`src/rtl/bsr_sched_pkg.sv`:
```
// Shared types and constants for the BSR block scheduler.
package bsr_sched_pkg;

  localparam int DEF_N_ROWS = 14;
  localparam int DEF_N_COLS = 14;
  // Cycles for the last activation to leave the array's skewed pipeline.
  localparam int DRAIN_CYC  = DEF_N_ROWS + DEF_N_COLS - 1;

  typedef enum logic [2:0] {
    IDLE, CLEAR, FETCH, LOAD, STREAM, DRAIN, OUTPUT
  } sched_state_e;

  typedef struct packed {
    logic zero;
    logic last;
  } bsr_desc_t;

  function automatic int drain_cycles(input int rows, input int cols);
    return rows + cols - 1;
  endfunction

endpackage

```
`src/rtl/bsr_block_scheduler_sat_counter.sv`:
```
// Saturating up-counter with synchronous clear.
module sat_counter #(
  parameter int W = 16
) (
  input  logic         clk,
  input  logic         rst,
  input  logic         i_clr,
  input  logic         i_inc,
  output logic [W-1:0] o_cnt
);

  logic [W-1:0] r_cnt;

  // Count up on i_inc, stick at all-ones, clear on rst or i_clr.
  always_ff @(posedge clk) begin
    if (rst || i_clr)
      r_cnt <= '0;
    else if (i_inc && (r_cnt != '1))
      r_cnt <= r_cnt + W'(1);
  end

  assign o_cnt = r_cnt;

endmodule

```
`src/rtl/bsr_block_scheduler.sv`:
```
// Walks one output tile's BSR block row through the 14x14 systolic array:
// zero blocks are skipped, non-zero blocks get load / stream / drain.
module bsr_block_scheduler
  import bsr_sched_pkg::*;
#(
  parameter int N_ROWS = 14,
  parameter int N_COLS = 14,
  parameter int DATA_W = 8,
  parameter int M_W    = 8,
  parameter int CNT_W  = 16
) (
  input  logic                     clk,
  input  logic                     rst,
  input  logic                     start,
  input  logic [M_W-1:0]           cfg_m,
  input  logic                     desc_valid,
  output logic                     desc_ready,
  input  logic                     desc_zero,
  input  logic                     desc_last,
  input  logic                     w_burst_rdy,
  output logic                     w_rd_en,
  input  logic [N_COLS*DATA_W-1:0] w_row,
  input  logic                     act_valid,
  output logic                     act_ready,
  input  logic [N_ROWS*DATA_W-1:0] act_data,
  output logic                     arr_block_valid,
  output logic                     arr_load_weight,
  output logic                     arr_clr,
  output logic [N_ROWS*DATA_W-1:0] arr_a_flat,
  output logic [N_COLS*DATA_W-1:0] arr_b_flat,
  output logic                     c_valid,
  input  logic                     c_ready,
  output logic                     busy,
  output logic                     done,
  output logic [CNT_W-1:0]         blk_computed,
  output logic [CNT_W-1:0]         blk_skipped
);

  localparam int DRAIN_LEN = drain_cycles(N_ROWS, N_COLS);
  localparam int LD_W      = $clog2(DRAIN_LEN);
  localparam int SEQ_W     = (M_W > LD_W) ? M_W : LD_W;

  sched_state_e     r_state, w_next;
  logic [SEQ_W-1:0] r_seq;     // cycle / beat index within the current phase
  logic [M_W-1:0]   r_mcfg;
  logic             r_last;

  bsr_desc_t w_desc;
  logic      w_start, w_inc_comp, w_inc_skip, w_beat;
  logic      w_load_end, w_drain_end, w_beat_last;

  assign w_desc      = '{zero: desc_zero, last: desc_last};
  assign w_beat      = (r_state == STREAM) && act_valid;
  assign w_load_end  = (r_seq == SEQ_W'(N_ROWS - 1));
  assign w_drain_end = (r_seq == SEQ_W'(DRAIN_LEN - 1));
  assign w_beat_last = (r_seq == (SEQ_W'(r_mcfg) - SEQ_W'(1)));

  // State register.
  always_ff @(posedge clk) begin
    if (rst) r_state <= IDLE;
    else     r_state <= w_next;
  end

  // Phase sequencing, beat target and last-block flag.
  always_ff @(posedge clk) begin
    if (rst) begin
      r_seq  <= '0;
      r_mcfg <= '0;
      r_last <= 1'b0;
    end else begin
      if (w_next != r_state)
        r_seq <= '0;
      else if ((r_state == LOAD) || (r_state == DRAIN) || w_beat)
        r_seq <= r_seq + SEQ_W'(1);
      if (w_start)
        r_mcfg <= (cfg_m == '0) ? M_W'(1) : cfg_m;
      if ((r_state == FETCH) && desc_ready && !w_desc.zero)
        r_last <= w_desc.last;
    end
  end

  // Next state and per-state array/handshake controls.
  always_comb begin
    w_next          = r_state;
    desc_ready      = 1'b0;
    w_rd_en         = 1'b0;
    act_ready       = 1'b0;
    arr_block_valid = 1'b0;
    arr_load_weight = 1'b0;
    arr_clr         = 1'b0;
    c_valid         = 1'b0;
    done            = 1'b0;
    w_start         = 1'b0;
    w_inc_comp      = 1'b0;
    w_inc_skip      = 1'b0;
    case (r_state)
      IDLE: if (start) begin
        w_start = 1'b1;
        w_next  = CLEAR;
      end
      CLEAR: begin
        arr_clr = 1'b1;
        w_next  = FETCH;
      end
      FETCH: if (desc_valid) begin
        if (w_desc.zero) begin
          desc_ready = 1'b1;
          w_inc_skip = 1'b1;
          if (w_desc.last) w_next = OUTPUT;
        end else if (w_burst_rdy) begin
          // The array's row pointer resets if load_weight drops, so the
          // whole block must already be buffered before LOAD starts.
          desc_ready = 1'b1;
          w_next     = LOAD;
        end
      end
      LOAD: begin
        arr_load_weight = 1'b1;
        w_rd_en         = 1'b1;
        if (w_load_end) w_next = STREAM;
      end
      STREAM: begin
        act_ready       = 1'b1;
        arr_block_valid = act_valid;   // empty source freezes the array
        if (act_valid && w_beat_last) begin
          w_next     = DRAIN;
          w_inc_comp = 1'b1;
        end
      end
      DRAIN: begin
        arr_block_valid = 1'b1;
        if (w_drain_end) w_next = r_last ? OUTPUT : FETCH;
      end
      OUTPUT: begin
        c_valid = 1'b1;
        if (c_ready) begin
          arr_clr = 1'b1;
          done    = 1'b1;
          w_next  = IDLE;
        end
      end
      default: w_next = IDLE;
    endcase
  end

  assign arr_a_flat = (act_valid && act_ready) ? act_data : '0;
  assign arr_b_flat = (r_state == LOAD) ? w_row : '0;
  assign busy       = (r_state != IDLE);

  sat_counter #(.W(CNT_W)) u_cnt_comp (
    .clk   (clk),
    .rst   (rst),
    .i_clr (w_start),
    .i_inc (w_inc_comp),
    .o_cnt (blk_computed)
  );

  sat_counter #(.W(CNT_W)) u_cnt_skip (
    .clk   (clk),
    .rst   (rst),
    .i_clr (w_start),
    .i_inc (w_inc_skip),
    .o_cnt (blk_skipped)
  );

endmodule

```
`config.mk`:
```
export PLATFORM = sky130hd
export DESIGN_NAME = bsr_block_scheduler
export DESIGN_NICKNAME = d
export VERILOG_FILES = /design/src/rtl/bsr_sched_pkg.sv /design/src/rtl/bsr_block_scheduler_sat_counter.sv /design/src/rtl/bsr_block_scheduler.sv
export SDC_FILE = /design/constraint.sdc
export NUM_CORES = 1
export LEC_CHECK = 0
export ABC_AREA = 1
export CORE_AREA = 2 2 196 198
export CTS_BUF_LIST = sky130_fd_sc_hd__clkbuf_8
export CTS_CLUSTER_DIAMETER = 80
export CTS_CLUSTER_SIZE = 10
export DETAILED_ROUTE_END_ITERATION = 12
export DIE_AREA = 0 0 198 200
export GPL_ROUTABILITY_DRIVEN = 1
export PLACE_DENSITY = 0.43
export SETUP_SLACK_MARGIN = 0.3
export SLEW_MARGIN = 20
export SYNTH_ARGS = -nofsm -noshare
export SYNTH_HDL_FRONTEND = slang
export SYNTH_HIERARCHICAL = 1
export SYNTH_SLANG_ARGS = --single-unit
```
`constraint.sdc`:
```
create_clock -name clk -period 5.3 [get_ports clk]
set_clock_uncertainty 0.1 [all_clocks]
set_input_delay 0.795 -clock clk [delete_from_list [all_inputs] [get_ports clk]]
set_output_delay 0.795 -clock clk [all_outputs]
set_load 0.02 [all_outputs]
```
Word level (Yosys, flattened, before mapping). Cells that the tools add are included.

$add $sub $neg: 4. Equal/unequal tests: 12. Multiplexer cells: 32. Reductions and logical operators: 15.

Operator list (number): 112-bit two-way mux (2); 16-bit by 1-bit adder with 16-bit output (second input constant) (2); 16-bit != test (second input constant) (2); 3-bit two-way mux (10); 3-bit one-hot mux with 7 select lines (1); 1-bit two-way mux (16); 3-bit equality test (second input constant) (3); 8-bit by 1-bit adder with 8-bit output (second input constant) (1); 8-bit by 4-bit equality test with 1-bit output (second input constant) (1); 8-bit by 5-bit equality test with 1-bit output (second input constant) (1); 8-bit equality test (1); 8-bit logical NOT (1); 8-bit two-way mux (1); 8-bit by 1-bit subtractor with 8-bit output (second input constant) (1); 1-bit logical AND (7); 3-bit by 2-bit equality test with 1-bit output (second input constant) (2); 1-bit one-hot mux with 2 select lines (2); 3-bit by 1-bit equality test with 1-bit output (second input constant) (1); 3-bit logical NOT (1); 1-bit logical OR (3); 3-bit != test (1); 3-bit nonzero test (1); 2-bit OR reduction (1); 1-bit logical NOT (1).

Flip-flop bits (word level): 52. Bits of input ports: 241. Output and inout port bits: 265. Word-level logic and storage cells: 69.

Longest topological paths before layout.
Word-level depth: 7. Gate-level depth with buffers: 19. Mapped depth without buffers: 19.

By module. The synthesis kept the hierarchy.

By module, submodules not included: bsr_block_scheduler (times used 1, cells an instance 715, area each 3295.7 um^2, sequential area each 400.4 um^2); sat_counter (times used 2, cells an instance 149, area each 950.9 um^2, sequential area each 320.3 um^2).

Worst setup path before layout. No wires, ideal clock.

Path kind: input-to-output. Start: input act_valid. End: output arr_a_flat[102]. Data arrival time: 1.601 ns. Data required time: 4.405 ns. Setup slack: 2.804 ns. Cell stages on the path: 4. Path buffers: 2. Cell sequence: nand3_2 > clkbuf_1 > buf_2 > nor2_1.

Cells in the longest elaborated chain, start to end: 2.

Ends and longest elaborated chain: start: declaration (RTL line bsr_block_scheduler.sv:23) `input logic act_valid,`; 1-bit logical AND (RTL line bsr_block_scheduler.sv:146) `assign arr_a_flat = (act_valid && act_ready) ? act_data : '0;`; 112-bit two-way mux (RTL line bsr_block_scheduler.sv:146); end: declaration (RTL line bsr_block_scheduler.sv:29) `output logic [N_ROWS*DATA_W-1:0] arr_a_flat,`.

Every way passes these cells.

Final worst setup path.
Start: input act_valid. End: output arr_a_flat[106].

Same word-level chain as after synthesis.

==> impl_results.md <==
- CP Class: in2out
- Post-CTS Hold Buffers: 0
- Clk Latency, worst-skew pair: approximately 0.33 ns
- Total Wirelength: around 31 mm
- Synth top area share: around 23%
- Commonest non-fill, non-tap cell in the layout: clkdlybuf4s50_1
- R2R Setup Slk: ~2.5 ns
- Fillers: 4,212
- Worst setup path startpoint: act_valid
- CTS Sinks: 52
- Top cell type by total area after synthesis: nor2_1
- Io pins: 506
- Routed len/inst: about 15 µm
- All-Layer GR Usage: between 10% and 20%
- Leakage: 5.00 nW
- Gr ovfl total: 0
- CTS tree: done
- Status: completed
- Worst flop-to-flop path endpoint: u_cnt_comp/o_cnt[12]
- Ratio of cells with drive above 1 in the final layout: 4.41%
- Maximum VDD drop: 0.0000891 V
- Largest net degree at the start of global routing: 74
- Tmin final: roughly 4.0 ns
- Hold Slack: 0.389 ns
- Seq/Total Area, Yosys: 20.0%
- Arrival @ worst endpoint: approximately 3.2 ns
- Post-CTS Setup Inserts: 0
- Critical path required time: 4.41 ns
- Clock root buffer: clkbuf_8
- Final setup viols: 0
- Final hold vios: 0
- Area of the multi-input gates: 2890 µm²
- Chip width: about 200 µm
- Ys async rst share: 0%
- Ys flop type: dfxtp_1
- ANT nets after route: 0
- Post-synthesis net count: between 1k and 1.5k
- Worst-path clk slew: around 0.11 ns
- Synth unique cells: 33
- Global-route wire length before repair: between 40 and 50 mm
- Seq cells post-synth: 52
- Synthesis-to-layout area growth: 109%
- Worst r2r src: r_state[1]
- Layout Nets: 1,743
- CP Max Fanout: slightly below 60
- Worst slew margin relative to its limit: ~43%
- Cells after Synth: 1,013
- Rows: 71
- Die Y: ~200 µm
- Ys Warns: 6
- Router iterations before antenna repair: 4
- CTS buffer count: 5
- CTS Buffer Depth: 2
- # resized after CTS: 0
- Met2 Use GR: slightly below 30%
- IO Port Bufs: slightly above 500
- Cell Area, Synth: 5200 µm²
- GR Layer Usage met3: under 10%
- Unrepaired setup endpoints after global routing: false
- Maximum Capacitance Violations: 0
- Most frequent cells in the layout: clkdlybuf4s50_1, nor2_1, inv_1
- Synth top area cells: nor2_1, inv_1, dfxtp_1, nand2_1, nand3_1
- Initial Util: between 10 and 15%
- H-tree levels: 2
- Via-to-Cell Ratio: 3.75
- Setup TNS: 0 ns
- CP Launch Type: input pin
- RD Place Congestion: approximately 0.80
- M1 GR Usage: 14.8%
- Final worst path period share: ~76%
- DRC: 0
- R2R cell count: 14
- Worst Hold Class: reg2reg
- Die area: slightly below 40,000 µm²
- Max-slew violations: 0
- Worst Tran Pin Value: 0.856 ns
- Gr busiest metal: met2
- CP endpoint: arr_a_flat[106]
- Initial DRC count: roughly 170
- CORE AREA: between 30,000 and 40,000 µm²
- Achievable Freq: roughly 250 MHz
- FF/Latch Area: about 1000 µm²
- EDFF count, synth: 0
- Final HPWL DP: 26.8 mm
- Vias: ~7.5k
- Pwr per Cell Area: about 110 nW/µm²
- Mapped Avg Cell Area: around 5 µm²
- Critical Path Sink Type: output port
- Vias in the first global route: just over 7k
- Initial antenna violation count: 1
cell families (layout without fill, tap and decap cells):
family                   after synthesis  count (layout)  synth area share [%]
AND/OR/NAND/NOR                      562             562                  46.8
buffers and inverters                329             813                  24.6
AO/OA/AOI/OAI                         55              55                  5.63
flip-flops                            52              52                  20.0
XOR/XNOR                               8               8                  1.35
adder cells (fa/ha/maj)                6               6                  1.44
multiplexers                           1               1                 0.193
other                                  0               1                     0
per-stage QoR:
step	cells	util (%)	worst slack, ns	cell area [µm²]	total power, mW
after floorplan	1013	-	2.80	5200	0.616
after global placement	2000	28.8	1.30	10800	0.906
after detailed placement	2000	28.8	1.25	10800	0.906
after CTS	2008	29.0	1.24	10900	1.17
after global routing	2009	29.0	1.09	10900	1.22
final	2009	29.0	1.26	10900	1.14
worst min path at each step:
stage	startpoint	end	slack (ns)	depth (start not counted)
2_1_floorplan	r_mcfg[1]	r_mcfg[1]	0.35	2
4_1_cts	r_mcfg[7]	r_mcfg[7]	0.40	2
3_5_place_dp	r_mcfg[7]	r_mcfg[7]	0.38	2
3_3_place_gp	r_mcfg[7]	r_mcfg[7]	0.37	2
5_1_grt	r_mcfg[7]	r_mcfg[7]	0.43	2
6_report	r_mcfg[7]	r_mcfg[7]	0.39	2
critical path: stages:
cell and delay [ns]:
clkdlybuf4s50_1 0.45, nand3_4 0.09, buf_4 0.49, buf_4 0.55, nor2_1 0.11, clkdlybuf4s50_1 0.57
power by group:
group,internal (mW),switching (mW),total (mW)
Clock,0.0928,0.159,0.252
Combinational,0.257,0.219,0.476
Sequential,0.401,0.0143,0.415
final cells by class:
type | count | area share (%)
repair buffers | 509 | 46.8
multi-input cells | 632 | 26.6
inverters | 296 | 10.2
diodes | 1 | 0.0231
flip-flops and latches | 52 | 9.59
well taps | 511 | 5.89
clock buffers | 5 | 0.634
clock inverters | 3 | 0.184
metal layers:
| layer | wire length [µm] | vias to the layer above |
|---|---|---|
| met5 | 0 | - |
| met4 | 296 | 0 |
| met3 | 3150 | 11 |
| met2 | 16400 | 321 |
| met1 | 11200 | 3361 |
| li1 | - | 3834 |
cells in the mapped netlist, types with 3 or more instances:
library cell,count
a21oi_1,29
buf_2,8
buf_4,5
clkbuf_1,18
dfxtp_1,52
ha_1,6
inv_1,289
inv_2,5
nand2_1,141
nand2_2,8
nand2_4,3
nand3_1,44
nand3_2,4
nand4_1,8
nor2_1,315
nor2_2,17
nor2_4,9
nor3_1,6
o21ai_0,18
xor2_1,6
sequential cells by signal (all words and copies together), names as in the netlist:
register,count
u_cnt_comp/o_cnt,16
u_cnt_skip/o_cnt,16
r_mcfg,8
r_seq,8
r_state,3
r_last,1
(Power assumes the default switching activity.)
